===== config.mk =====
export PLATFORM = sky130hd
export DESIGN_NAME = multicycle_sequencer
export DESIGN_NICKNAME = d
export VERILOG_FILES = /design/src/rtl/multicycle_sequencer_pkg.sv /design/src/rtl/multicycle_sequencer_mem_wait_timer.sv /design/src/rtl/multicycle_sequencer.sv
export SDC_FILE = /design/constraint.sdc
export NUM_CORES = 1
export LEC_CHECK = 0
export CORE_MARGIN = 10
export CORE_UTILIZATION = 48
export DETAILED_ROUTE_END_ITERATION = 10
export PLACE_DENSITY = 0.82
export SLEW_MARGIN = 40
export SYNTH_ARGS = -nofsm -noshare
export SYNTH_HDL_FRONTEND = slang
export SYNTH_SLANG_ARGS = --single-unit

===== constraint.sdc =====
create_clock -name clk -period 3.6 [get_ports clk]
set_clock_uncertainty 0.15 [all_clocks]
set_input_delay 0.9 -clock clk [delete_from_list [all_inputs] [get_ports clk]]
set_output_delay 0.9 -clock clk [all_outputs]
set_load 0.02 [all_outputs]

===== src/rtl/multicycle_sequencer_pkg.sv =====
// -----------------------------------------------------------------------------
// multicycle_sequencer_pkg
//   Constants shared by the multi-cycle sequencer and the combinational main
//   decoder: opcode values, FSM state encodings, PC-source and write-back
//   select encodings, and opcode class helpers.
// -----------------------------------------------------------------------------
package multicycle_sequencer_pkg;

  // Opcodes
  localparam logic [3:0] OP_ADD  = 4'd0;
  localparam logic [3:0] OP_SUB  = 4'd1;
  localparam logic [3:0] OP_AND  = 4'd2;
  localparam logic [3:0] OP_ADDI = 4'd3;
  localparam logic [3:0] OP_ANDI = 4'd4;
  localparam logic [3:0] OP_LW   = 4'd5;
  localparam logic [3:0] OP_LB   = 4'd6;
  localparam logic [3:0] OP_SW   = 4'd7;
  localparam logic [3:0] OP_BEQ  = 4'd8;
  localparam logic [3:0] OP_BNE  = 4'd9;
  localparam logic [3:0] OP_BLT  = 4'd10;
  localparam logic [3:0] OP_BGE  = 4'd11;
  localparam logic [3:0] OP_JMP  = 4'd12;
  localparam logic [3:0] OP_CALL = 4'd13;
  localparam logic [3:0] OP_RET  = 4'd14;
  localparam logic [3:0] OP_SV   = 4'd15;

  // FSM states (values are visible on the state port)
  typedef enum logic [2:0] {
    ST_FETCH  = 3'd0,
    ST_DECODE = 3'd1,
    ST_EXEC   = 3'd2,
    ST_MEM    = 3'd3,
    ST_WB     = 3'd4
  } state_t;

  // PC source select
  localparam logic [1:0] PC_SRC_INC    = 2'd0;
  localparam logic [1:0] PC_SRC_BRANCH = 2'd1;
  localparam logic [1:0] PC_SRC_JUMP   = 2'd2;
  localparam logic [1:0] PC_SRC_RET    = 2'd3;

  // Register write-back select
  localparam logic [1:0] WB_SEL_ALU = 2'd0;
  localparam logic [1:0] WB_SEL_MEM = 2'd1;
  localparam logic [1:0] WB_SEL_PC1 = 2'd2;

  // Opcode classes
  function automatic logic is_alu(input logic [3:0] op);
    return (op <= OP_ANDI);
  endfunction

  function automatic logic is_load(input logic [3:0] op);
    return (op == OP_LW) || (op == OP_LB);
  endfunction

  function automatic logic is_store(input logic [3:0] op);
    return (op == OP_SW) || (op == OP_SV);
  endfunction

  // Branches occupy 8..11, i.e. the 2'b10 quadrant of the opcode space
  function automatic logic is_branch(input logic [3:0] op);
    return (op[3:2] == 2'b10);
  endfunction

endpackage


===== src/rtl/multicycle_sequencer_mem_wait_timer.sv =====
// -----------------------------------------------------------------------------
// mem_wait_timer
//   Counts cycles spent waiting on the data memory and flags the last allowed
//   wait cycle.
//   clk        : clock, rising edge
//   reset      : synchronous active-high reset, clears the count
//   i_clear    : clear the count (takes priority over i_inc)
//   i_inc      : advance the count by one
//   o_timeout  : count has reached WDT_CYCLES-1 (final permitted wait cycle)
// -----------------------------------------------------------------------------
module mem_wait_timer #(
  parameter int WDT_CYCLES = 16,
  parameter int CNT_W      = 5
) (
  input  logic clk,
  input  logic reset,
  input  logic i_clear,
  input  logic i_inc,
  output logic o_timeout
);

  logic [CNT_W-1:0] r_cnt;

  always_ff @(posedge clk) begin
    if (reset) begin
      r_cnt <= '0;
    end else if (i_clear) begin
      r_cnt <= '0;
    end else if (i_inc) begin
      r_cnt <= r_cnt + CNT_W'(1);
    end
  end

  assign o_timeout = (r_cnt == CNT_W'(WDT_CYCLES - 1));

endmodule


===== src/rtl/multicycle_sequencer.sv =====
// -----------------------------------------------------------------------------
// multicycle_sequencer
//   Control FSM that walks each instruction through FETCH/DECODE/EXEC/MEM/WB
//   and produces cycle-accurate datapath strobes. Outputs are a combinational
//   decode of the registered state, the latched opcode and the ready inputs.
//   clk          : clock, rising edge
//   reset        : synchronous active-high reset; forces all strobes low
//   opcode, mode : instruction fields from IR (valid from DECODE onward)
//   imem_ready   : instruction word valid (looked at in FETCH only)
//   dmem_ready   : data access complete (looked at in MEM only)
//   branch_taken : comparator result (looked at in EXEC only)
//   ir_wr, pc_wr, pc_src, reg_wr_en, wb_sel, mem_rd_en, mem_wr_en : datapath
//   instr_done   : pulse on an instruction's final cycle
//   mem_err      : pulse when a data access times out
//   state        : current FSM state
// -----------------------------------------------------------------------------
module multicycle_sequencer
  import multicycle_sequencer_pkg::*;
#(
  parameter int WDT_CYCLES = 16,
  parameter int CNT_W      = 5
) (
  input  logic       clk,
  input  logic       reset,
  input  logic [3:0] opcode,
  input  logic       mode,
  input  logic       imem_ready,
  input  logic       dmem_ready,
  input  logic       branch_taken,
  output logic       ir_wr,
  output logic       pc_wr,
  output logic [1:0] pc_src,
  output logic       reg_wr_en,
  output logic [1:0] wb_sel,
  output logic       mem_rd_en,
  output logic       mem_wr_en,
  output logic       instr_done,
  output logic       mem_err,
  output logic [2:0] state
);

  state_t     r_state;
  state_t     w_state_next;
  logic [3:0] r_op_q;
  logic       r_mode_q;
  logic       w_tmr_clear;
  logic       w_tmr_inc;
  logic       w_timeout;

  // The mode bit is held alongside the opcode for the datapath; the sequence
  // itself does not depend on it.
  logic       w_unused_mode;
  assign w_unused_mode = r_mode_q;

  mem_wait_timer #(
    .WDT_CYCLES (WDT_CYCLES),
    .CNT_W      (CNT_W)
  ) u_mem_wait_timer (
    .clk       (clk),
    .reset     (reset),
    .i_clear   (w_tmr_clear),
    .i_inc     (w_tmr_inc),
    .o_timeout (w_timeout)
  );

  always_ff @(posedge clk) begin
    if (reset) begin
      r_state  <= ST_FETCH;
      r_op_q   <= '0;
      r_mode_q <= 1'b0;
    end else begin
      r_state <= w_state_next;
      if (r_state == ST_DECODE) begin
        r_op_q   <= opcode;
        r_mode_q <= mode;
      end
    end
  end

  always_comb begin
    w_state_next = r_state;
    ir_wr        = 1'b0;
    pc_wr        = 1'b0;
    pc_src       = PC_SRC_INC;
    reg_wr_en    = 1'b0;
    wb_sel       = WB_SEL_ALU;
    mem_rd_en    = 1'b0;
    mem_wr_en    = 1'b0;
    instr_done   = 1'b0;
    mem_err      = 1'b0;
    w_tmr_clear  = 1'b1;
    w_tmr_inc    = 1'b0;

    case (r_state)
      ST_FETCH: begin
        ir_wr = imem_ready;
        if (imem_ready) begin
          w_state_next = ST_DECODE;
        end
      end

      // op_q is loaded at the end of this cycle, so decide on the raw opcode
      ST_DECODE: begin
        case (opcode)
          OP_JMP: begin
            pc_wr        = 1'b1;
            pc_src       = PC_SRC_JUMP;
            instr_done   = 1'b1;
            w_state_next = ST_FETCH;
          end
          OP_RET: begin
            pc_wr        = 1'b1;
            pc_src       = PC_SRC_RET;
            instr_done   = 1'b1;
            w_state_next = ST_FETCH;
          end
          OP_CALL: w_state_next = ST_WB;
          default: w_state_next = ST_EXEC;
        endcase
      end

      ST_EXEC: begin
        if (is_branch(r_op_q)) begin
          pc_wr        = 1'b1;
          pc_src       = branch_taken ? PC_SRC_BRANCH : PC_SRC_INC;
          instr_done   = 1'b1;
          w_state_next = ST_FETCH;
        end else if (is_load(r_op_q) || is_store(r_op_q)) begin
          w_state_next = ST_MEM;
        end else begin
          w_state_next = ST_WB;
        end
      end

      // Strobes stay up for every MEM cycle, including a timeout cycle
      ST_MEM: begin
        mem_rd_en   = is_load(r_op_q);
        mem_wr_en   = is_store(r_op_q);
        w_tmr_clear = 1'b0;
        if (dmem_ready) begin
          w_tmr_clear = 1'b1;
          if (is_load(r_op_q)) begin
            w_state_next = ST_WB;
          end else begin
            pc_wr        = 1'b1;
            instr_done   = 1'b1;
            w_state_next = ST_FETCH;
          end
        end else if (w_timeout) begin
          // Aborted access: retire the instruction without write-back
          w_tmr_clear  = 1'b1;
          mem_err      = 1'b1;
          pc_wr        = 1'b1;
          instr_done   = 1'b1;
          w_state_next = ST_FETCH;
        end else begin
          w_tmr_inc = 1'b1;
        end
      end

      ST_WB: begin
        reg_wr_en    = 1'b1;
        pc_wr        = 1'b1;
        instr_done   = 1'b1;
        w_state_next = ST_FETCH;
        if (r_op_q == OP_CALL) begin
          wb_sel = WB_SEL_PC1;
          pc_src = PC_SRC_JUMP;
        end else if (is_load(r_op_q)) begin
          wb_sel = WB_SEL_MEM;
        end
      end

      default: w_state_next = ST_FETCH;
    endcase

    // Reset is synchronous, so the state register may still hold a mid-
    // instruction value in the reset cycle; suppress everything it would drive.
    if (reset) begin
      ir_wr      = 1'b0;
      pc_wr      = 1'b0;
      pc_src     = PC_SRC_INC;
      reg_wr_en  = 1'b0;
      wb_sel     = WB_SEL_ALU;
      mem_rd_en  = 1'b0;
      mem_wr_en  = 1'b0;
      instr_done = 1'b0;
      mem_err    = 1'b0;
    end
  end

  assign state = reset ? ST_FETCH : r_state;

endmodule


==> Word level (Yosys, flattened, before mapping) <==
Index checks and enable logic that the tools add are counted.
{ "totals": {"wordCells": 69, "input_bits": 10, "reg_bits": 12, "output_inout_bits": 14} }
{ "op_classes": {"n_reduce_logical": 7, "addsub": 1, "n_mux": 42, "eq_ne": 16} }
{ "ops": {"columns": ["cell", "count"], "rows": [
  ["$mux W1", 25],
  ["$mux W3", 7],
  ["$eq A4 B4 Y1 const B", 5],
  ["$eq A4 B3 Y1 const B", 3],
  ["$pmux W3 S4", 1],
  ["$mux W2", 5],
  ["$eq A3 B2 Y1 const B", 2],
  ["$pmux W2 S3", 1],
  ["$pmux W3 S2", 1],
  ["$add A5 B1 Y5 const B", 1],
  ["$eq A5 B4 Y1 const B", 1],
  ["$pmux W1 S4", 1],
  ["$pmux W2 S2", 1],
  ["$reduce_or A2 Y1", 2],
  ["$eq A3 B1 Y1 const B", 1],
  ["$eq A3 B3 Y1 const B", 1],
  ["$logic_not A3 Y1", 1],
  ["$logic_or A1 B1 Y1", 3],
  ["$ne A3 B2 Y1 const B", 1],
  ["$eq A2 B2 Y1 const B", 1],
  ["$ne A2 B2 Y1 const B", 1],
  ["$reduce_and A2 Y1", 1]
]} }

==> Logic depth before layout (Yosys ltp) <==
{ "depth": {"ltp_word": 6, "ltp_mapped": 7, "depth_no_buf": 7} }

==> By module <==
From an unflattened synthesis, not the netlist that was laid out.
{ "hier_totals": {"hier_cells": 105, "area_unflattened_um2": 868.3} }
{ "modules_own_cells": {"columns": ["mod", "area_each_um2", "cells_per_inst", "n_inst", "seq_area_each_um2"], "rows": [
  ["multicycle_sequencer", 610.6, 81, 1, 140.1],
  ["mem_wait_timer", 257.7, 24, 1, 100.1]
]} }

==> Worst setup path after synthesis <==
Ideal clock, no wire load.
{ "synth_timing": {"path_kind": "in2out", "start": "input reset", "end": "output mem_err", "path_stages": 4, "path_slack_ns": 0.604, "required_ns": 2.550, "path_buffers": 1, "t_arrival_ns": 1.946, "cell_sequence": "clkbuf_1 nor2_1 nand3_1 nor3b_1"} }
{ "synth_via": {"elab_chain_len": 1} }
{ "synth_lines": {"columns": ["item", "line_no", "rtl"], "rows": [
  ["from (decl)", "multicycle_sequencer.sv:24", "input logic reset,"],
  ["$mux W1", "multicycle_sequencer.sv:179", "if (reset) begin"],
  ["to (decl)", "multicycle_sequencer.sv:38", "output logic mem_err,"]
]} }
No other way between the ends.

==> Worst setup path in the final report <==
{ "layout_timing": {"start": "input reset", "end": "output reg_wr_en"} }
{ "layout_via": {"elab_chain_len": 1} }
{ "layout_lines": {"columns": ["item", "line_no", "rtl"], "rows": [
  ["$mux W1", "multicycle_sequencer.sv:179", null],
  ["to (decl)", "multicycle_sequencer.sv:33", "output logic reg_wr_en,"]
]} }
No other way between the ends.

==> flow_metrics.tcl <==
set metrics [dict create \
    routed_wl_um 2170 \
    clock_latency_ps 280 \
    die_h_um 59.7 \
    overflow 0 \
    gp_congestion 0.868 \
    yosysWarnings 0 \
    grt_max_degree 14 \
    met1_usage_pct 14.8 \
    startpoint_type "input port" \
    cp.required_ps 2550 \
    synth.cell_area_um2 757 \
    start_util_pct 50.2 \
    end_kind "primary output" \
    grtUsageMet3_pct 4.66 \
    status "finished clean" \
    hold_viol 0 \
    path_common_cell "clkdlybuf4s50_1" \
    reg2reg_from "u_mem_wait_timer.r_cnt[0]" \
    synthTopCellsByCount "nor2_1, nand2_1, dfxtp_1" \
    max_freq_mhz 286 \
    r2r_end "u_mem_wait_timer.r_cnt[0]" \
    total_power_mw 0.332 \
    area.growth.synth_to_final_pct 44.5 \
    clockBufferDepth 2 \
    max_slew_margin_pct 68.8 \
    synth_fp_nets 113 \
    synth_area_leaders "dfxtp_1, nor2_1, nand2_1, a31oi_1, a21oi_1" \
    synth_top_area_share_pct 31.7 \
    whs_ps 331 \
    hold_depth 2 \
    post-place-cells 144 \
    dieArea_mm2 0.00357 \
    finalWorstSetupSlack_ps 99.8 \
    path_class "in2out" \
    ys_ff_latch 12 \
    fin_util_pct 72.6 \
    place_area_mm2 0.00104 \
    power.density_mw_per_mm2 304 \
    fin_nets 145 \
    antennaDiodeCount 0 \
    grt_pass1_wl_um 3660 \
    synth_edf_count 0 \
    dp_slack_ps -251 \
    r2r_cells 7 \
    cts_tree "yes" \
    cts-root-buf "clkbuf_4" \
    hold_class "reg2reg" \
    firstDrtPassIters 4 \
    drt_iter0_markers 27 \
    r2r_slack_ps 1640 \
    grt_use_total_pct 12.9 \
    drv_cap 0 \
    crit_slowest_cell "clkdlybuf4s50_1" \
    rsz0062_at_grt "false" \
    final_area_mm2 0.00109 \
    yosys_most_used_dff "dfxtp_1" \
    worstPathMaxFanout 5 \
    cts_inserted_buffers 3 \
    top_level_ports 24 \
    via_count 836 \
    synth_top_cell_by_area "dfxtp_1" \
    htree_levels 1 \
    ir_drop_mv 0.308 \
    yosysMostFrequentCell "nor2_1" \
    grt_pass1_vias 831 \
    worst_pin_slew_ps 462 \
    async_flop_share_pct 0 \
    wl_per_cell_um 14.7 \
    worstHoldStart "r_op_q[3]" \
    worst_path_largest_cell_delay_ps 610 \
    port_buffers 22 \
    syn_avg_cell_area_um2 7.49 \
    coreArea_mm2 0.00151 \
    rows 14 \
    layout-drive-gt1-share_pct 16.7 \
    synth.distinct_cells 35 \
    post-route-period-util_pct 97.2 \
    clk_pin_slew_ps 70 \
    holdPathEnd "r_op_q[3]" \
    setup_viol 0 \
    viasPerCell 5.65 \
    layoutNonFillerInstCount 148 \
    cts_sinks 12 \
    antenna_found_initial 0 \
    arrival_ps 2450 \
    die_w_um 59.7 \
    grtUsageMet2_pct 20.1 \
    p_leak_nw 0.544 \
    busiest_layer "met2" \
    hpwl_um 1710 \
    postSynthCellCount 101 \
    path_cells "clkdlybuf4s50_1 -> buf_4 -> nor2b_1 -> nand2_1 -> inv_1 -> clkdlybuf4s50_1" \
    detail_route.drc_violations 0 \
    yosysSeqAreaShare_pct 31.7 \
    fin_setup_tns_ps 0 \
    period_minus_slack_ps 3500 \
    slew_viol_final 0 \
    post_cts_buffers 0 \
    detail-route-antenna-nets 0 \
]
cell type report:
class | instances | area, µm²
fillers | 111 | 413
clock buffers | 4 | 36.3
inverters | 4 | 15.0
repair buffers | 33 | 310
flip-flops and latches | 12 | 240
multi-input cells | 79 | 472
well taps | 16 | 20.0
layer usage:
metal / vias up / part of all wire, % / routed length (µm)
met5: - / 0 / 0
met4: 0 / 2.6 / 57
met3: 9 / 9.8 / 213
met2: 43 / 47 / 1030
met1: 371 / 40 / 871
li1: 413 / - / -
where the power goes:
| group | total, mW | internal (mW) | switching [mW] | leakage [nW] |
|---|---|---|---|---|
| Clock | 0.108 | 0.0615 | 0.0468 | 0.0210 |
| Combinational | 0.0772 | 0.0372 | 0.0400 | 0.426 |
| Sequential | 0.147 | 0.139 | 0.00838 | 0.0974 |
cells by family (layout without fill, tap and decap cells):
| logic type | after synthesis | count (layout) | synth area share, % |
|---|---|---|---|
| simple gates | 53 | 53 | 35.0 |
| buf+inv | 10 | 41 | 6.78 |
| xor+xnor | 3 | 3 | 3.47 |
| compound gates | 20 | 20 | 18.3 |
| fa+ha+maj | 3 | 3 | 4.63 |
| flops | 12 | 12 | 31.7 |
how the worst max path moves through the flow:
stage,depth (start not counted),end,start,slack [ps]
floorplan,4,mem_err,reset,600
global placement,6,instr_done,dmem_ready,-220
detailed placement,6,instr_done,dmem_ready,-250
CTS,7,pc_src[0],opcode[3],9
global route,6,reg_wr_en,reset,20
finish,6,reg_wr_en,reset,100
cells in the final DEF (no fill, tap or decap), drive strengths merged, types with 3 or more instances in the layout:
cell type,instances
nor2,16
nand2,13
clkdlybuf4s50,13
dfxtp,12
buf,11
dlymetal6s2s,7
a21oi,6
clkbuf,6
nand3,5
a31oi,5
nor2b,4
inv,4
and3,3
sequential cells by signal, summed over array words and instances (netlist names):
name / flops
r_op_q: 4
r_state: 3
u_mem_wait_timer.r_cnt: 5
critical path, delay by kind of cell:
kind	cells	cell delay, ps
buffers and inverters	4	1300
AND/OR/NAND/NOR	2	250
repair_timing:
item                       CTS  global route
resized for setup            2            13
setup endpoints to repair    2             9
hold buffers                 0             0
Power figures use the tool's default switching activity.
==> RTL change 1, RTL diff (same flow settings) <==
Register the input `mode` before use, cleared by the reset. The logic sees it one clock later. The other inputs are not delayed to match.
--- a/src/rtl/multicycle_sequencer.sv
+++ b/src/rtl/multicycle_sequencer.sv
@@ -41,2 +41,12 @@
 
+  logic mode_q;
+
+  always_ff @(posedge clk) begin
+    if (reset) begin
+      mode_q <= '0;
+    end else begin
+      mode_q <= mode;
+    end
+  end
+
   state_t     r_state;
@@ -74,3 +84,3 @@
         r_op_q   <= opcode;
-        r_mode_q <= mode;
+        r_mode_q <= mode_q;
       end
Function: kept (Yosys induction, for registers that start in step).
==> RTL change 1 against the original RTL <==
First-iteration DRC count is 37% lower; worst hold slack worse by 22 ps; routed wire length is 3.4% lower; via count is 1.6% lower; clock power is 5% higher; final area is 2.6% higher; worst setup slack worse by 1.5 ps; highest routed layer unchanged; utilization is 1.1 points higher; count of clock-buffer cells in the layout stayed put; total power is 7.7% lower; area after synthesis is 4.5% higher; sequential cell count stayed put; largest cell class unchanged.
==> RTL change 1: results (changes against the original RTL) <==
- Hpwl dp: 1670 um (was 1710 um)
- Slowest stage delay, CP: 610 ps (about the same)
- Largest net degree at the start of global routing: 13 (was 14)
- CTS clock-pin slew for the worst setup and hold paths: 70 ps (about the same)
- Routed length per instance: 14.5 um (was 14.7 um)
- Post-DR vias/cell: 5.68 (was 5.65)
- WHS Endpoint: u_mem_wait_timer.r_cnt[0] (was r_op_q[3])
- CTS buffer count: 3 (unchanged)
- RR Endpoint: r_state[1] (was u_mem_wait_timer.r_cnt[0])
- Placer Congestion: 0.876 (was 0.868)
- Register-to-register setup slack: 1750 ps (was 1640 ps)
- Top Registers: u_mem_wait_timer.r_cnt x5, r_op_q x4, r_state x3 (unchanged)
- Max Fclk: 286 MHz (about the same)
- Post-synth cell types: 36 (was 35)
- Share of layout cells above drive strength 1: 17.8% (was 16.7%)
- GRT Total Usage: 11.8% (was 12.9%)
- Status: finished, final reports clean (unchanged)
- Async S/R FF share, synth: 0% (unchanged)
- Worst hold start: u_mem_wait_timer.r_cnt[0] (was r_op_q[3])
- Synth cell count leaders: nor2_1, dfxtp_1, nand2_1 (was nor2_1, nand2_1, dfxtp_1)
- Crit path arrival time: 2450 ps (about the same)
- Maximum VDD drop: 194 uV (was 308 uV)
- Ranking of synthesized cells by area: dfxtp_1, nor2_1, nand2_1, a21oi_1, nand2b_1 (was dfxtp_1, nor2_1, nand2_1, a31oi_1, a21oi_1)
- PD cells: 274 nW/um^2 (was 304 nW/um^2)
- Placed Area: 1070 sq um (was 1040 sq um)
- Crit path max-delay family: buffers and inverters (unchanged)
- Worst-Margin Slew: 376 ps (was 462 ps)
- Syn Nets: 112 (was 113)
- Final nets: 142 (was 145)
- Seq/Total Area, Yosys: 30.4% (was 31.7%)
- Initial DRC Count: 17 (was 27)
- Setup slack at placement: -151 ps (was -251 ps)
- # fillers: 120 (was 111)
- Leakage power: 0.564 nW (was 0.544 nW)
- Number of global-route vias before repair: 800 (was 831)
- Cell count of the worst reg-to-reg path: 8 (was 7)
- Hold_ws: 308 ps (was 331 ps)
- Worst hold stages: 1 (was 2)
- Critical path peak fanout: 10 (was 5)
RTL change 1: cell types whose count changed after synthesis, moves of 2 or more:
cell	unedited run	this run
o21ai_1	2	0
nor3_1	1	3
a31oi_1	5	3
nand2b_1	2	5
RTL change 1: layer usage:
| metal | routed length [um] | vias to the layer above | global-route usage [%] |
|---|---|---|---|
| met4 | 22 | 0 | 5.33 |
| li1 | - | 409 | - |
| met1 | 863 | 372 | 12.2 |
| met5 | 0 | - | 0 |
| met3 | 228 | 2 | 5.01 |
| met2 | 986 | 40 | 20.4 |
RTL change 1: metrics by stage:
step                      cells  utilization (%)
after floorplan             100                -
after global placement      141             70.0
after detailed placement    141             70.0
after CTS                   145             72.2
after global routing        145             73.6
final                       145             73.6
RTL change 1: timing repair:
item / in CTS / in global routing
pin swaps: 0 / 0
gates resized for setup: 2 / 8
endpoints found under the setup margin: 2 / 7
hold buffers: 0 / 0
RTL change 1: logic make-up (layout without fill, tap and decap cells):
kind of cell,count (synthesis),after routing,synth area share [%]
AOI/OAI and AO/OA,19,19,18.7
xor gates and xnor gates,3,3,3.32
and+or+nand+nor,53,53,36.5
buffers and inverters,10,39,6.49
DFF,12,12,30.4
adders and majority gates,3,3,4.59
RTL change 1: final cells by class:
class / count / area [sq um] / share of cell area [%]
Inverter: 3 / 11.3 / 1.00
Tap cell: 16 / 20.0 / 1.78
Clock buffer: 4 / 36.3 / 3.23
Sequential cell: 12 / 240 / 21.4
Multi-Input combinational cell: 78 / 504 / 44.9
Timing Repair Buffer: 32 / 310 / 27.6
RTL change 1: power by group:
part           internal, W  switching (W)  leakage (nW)
clock network    0.0000615      0.0000514        0.0210
logic            0.0000263      0.0000265         0.446
registers         0.000136     0.00000489        0.0973
==> RTL change 2, RTL diff (config.mk and constraints unchanged) <==
Without the edit above. `WDT_CYCLES` is set to 16 in 2 places; all go to 8.
--- a/src/rtl/multicycle_sequencer_mem_wait_timer.sv
+++ b/src/rtl/multicycle_sequencer_mem_wait_timer.sv
@@ -11,3 +11,3 @@
 module mem_wait_timer #(
-  parameter int WDT_CYCLES = 16,
+  parameter int WDT_CYCLES = 8,
   parameter int CNT_W      = 5
--- a/src/rtl/multicycle_sequencer.sv
+++ b/src/rtl/multicycle_sequencer.sv
@@ -19,3 +19,3 @@
 #(
-  parameter int WDT_CYCLES = 16,
+  parameter int WDT_CYCLES = 8,
   parameter int CNT_W      = 5
Check against the original RTL: no difference found for any inputs over 10 cycles, from zero or initial values and one cycle with reset high; that may be too few to reach the edited logic, so the function may still have changed.
==> RTL change 2 against the original RTL <==
Fmax is 0.29% higher; routed wire length is 7.2% lower; register-to-register slack better by 310 ps; combinational power is 36% lower; area after synthesis is 2.6% higher; worst setup slack better by 10 ps; sequential cell count stayed put; total power is 9.2% lower; final area is 0.34% higher; largest cell class unchanged.
==> RTL change 2: results (changes against the original RTL) <==
- Status: finished, final reports clean (unchanged)
- Share of layout cells above drive strength 1: 14.7% (was 16.7%)
- Slew margin rel.: 72.9% (was 68.8%)
- Placed Area: 1060 sq um (was 1040 sq um)
- Final Cycle Share: 96.9% (was 97.2%)
- Worst R2R Start: r_op_q[0] (was u_mem_wait_timer.r_cnt[0])
- Maximum VDD drop: 267 uV (was 308 uV)
- Share of the synthesized area in compound gates (AO/OA/AOI/OAI): 11.9% (was 18.3%)
- Adder-Cell Fraction of Synth Area: 1.61% (was 4.63%)
- Placer Congestion: 0.819 (was 0.868)
- Critical path peak fanout: 3 (was 5)
- Hpwl dp: 1620 um (was 1710 um)
- Finished Layout Cells: 145 (was 148)
- Routed length per instance: 13.9 um (was 14.7 um)
- Worst skew pair latency: 280 ps (about the same)
- RR Endpoint: r_state[2] (was u_mem_wait_timer.r_cnt[0])
- Sequential Power Share: 47.7% (was 44.2%)
- # fillers: 135 (was 111)
- Synthesis-to-finish area growth: 41.2% (was 44.5%)
- Critical Path Start: opcode[0] (was reset)
- Largest net degree at the start of global routing: 12 (was 14)
- Post-synth cell types: 40 (was 35)
- Leakage power: 0.419 nW (was 0.544 nW)
- Switching Share: 25.2% (was 28.6%)
- Worst hold start: u_mem_wait_timer.r_cnt[0] (was r_op_q[3])
- Synth cell count leaders: nor2_1, dfxtp_1, mux2i_1, nand2_1, nand3_1 (was nor2_1, nand2_1, dfxtp_1)
- Critical Path End: pc_src[0] (was reg_wr_en)
- Post-synthesis mux area share: 6.44% (was 0%)
- Final nets: 141 (was 145)
- Clk pwr share: 35.8% (was 32.6%)
- First-pass GRT wire length: 3460 um (was 3660 um)
- Number of global-route vias before repair: 772 (was 831)
- Cts repair resizes: 3 (was 2)
- Initial DRC Count: 5 (was 27)
- Ranking of synthesized cells by area: dfxtp_1, nor2_1, mux2i_1, xor2_1, nand2b_1 (was dfxtp_1, nor2_1, nand2_1, a31oi_1, a21oi_1)
- GRT Total Usage: 12.1% (was 12.9%)
- Xor/xnor share of the synthesized area: 4.51% (was 3.47%)
- Seq/Total Area, Yosys: 30.9% (was 31.7%)
- Cell count of the worst reg-to-reg path: 4 (was 7)
- Setup slack at placement: -170 ps (was -251 ps)
RTL change 2: cell types whose count changed after synthesis, sizes merged, moves of 2 or more:
cell	unedited run	this run
and3	3	1
nand4	1	3
a22oi	0	2
a31oi	5	3
mux2i	0	5
nor2	16	20
nand2	13	5
nor2b	4	2
a21oi	6	3
nand2b	2	4
RTL change 2: layer usage:
layer  track usage, %  vias up  part of all wire (%)
met3             4.45        4                   8.0
met1             13.4      376                    42
met2             20.3       17                    48
met4             4.81        0                   1.0
met5                0        -                     0
li1                 -      406                     -
RTL change 2: kinds of logic (layout without fill, tap and decap cells):
group / after synthesis / in the layout
and+or+nand+nor: 52 / 52
xor gates and xnor gates: 4 / 4
buffers and inverters: 9 / 41
DFF: 12 / 12
AOI/OAI and AO/OA: 14 / 14
adders and majority gates: 1 / 1
muxes: 5 / 5
RTL change 2: worst min-delay path by stage:
stage,endpoint,slack [ps],cells past startpoint
6_report,u_mem_wait_timer.r_cnt[0],310,1
5_1_grt,u_mem_wait_timer.r_cnt[0],320,1
4_1_cts,u_mem_wait_timer.r_cnt[0],310,1
3_5_place_dp,u_mem_wait_timer.r_cnt[0],290,1
3_3_place_gp,u_mem_wait_timer.r_cnt[0],280,1
2_1_floorplan,u_mem_wait_timer.r_cnt[0],270,1
RTL change 2: area by class of cell:
cell class / instances / share of cell area, %
well taps: 16 / 1.82
repair buffers: 33 / 27.3
multi-input cells: 76 / 44.4
inverters: 4 / 1.37
clock buffers: 4 / 3.31
flip-flops and latches: 12 / 21.9
RTL change 2: critical path, stage by stage:
cell	delay (ps)
clkdlybuf4s50_1	420
and4b_1	310
nand2_1	70
a21oi_1	120
clkdlybuf4s50_1	620
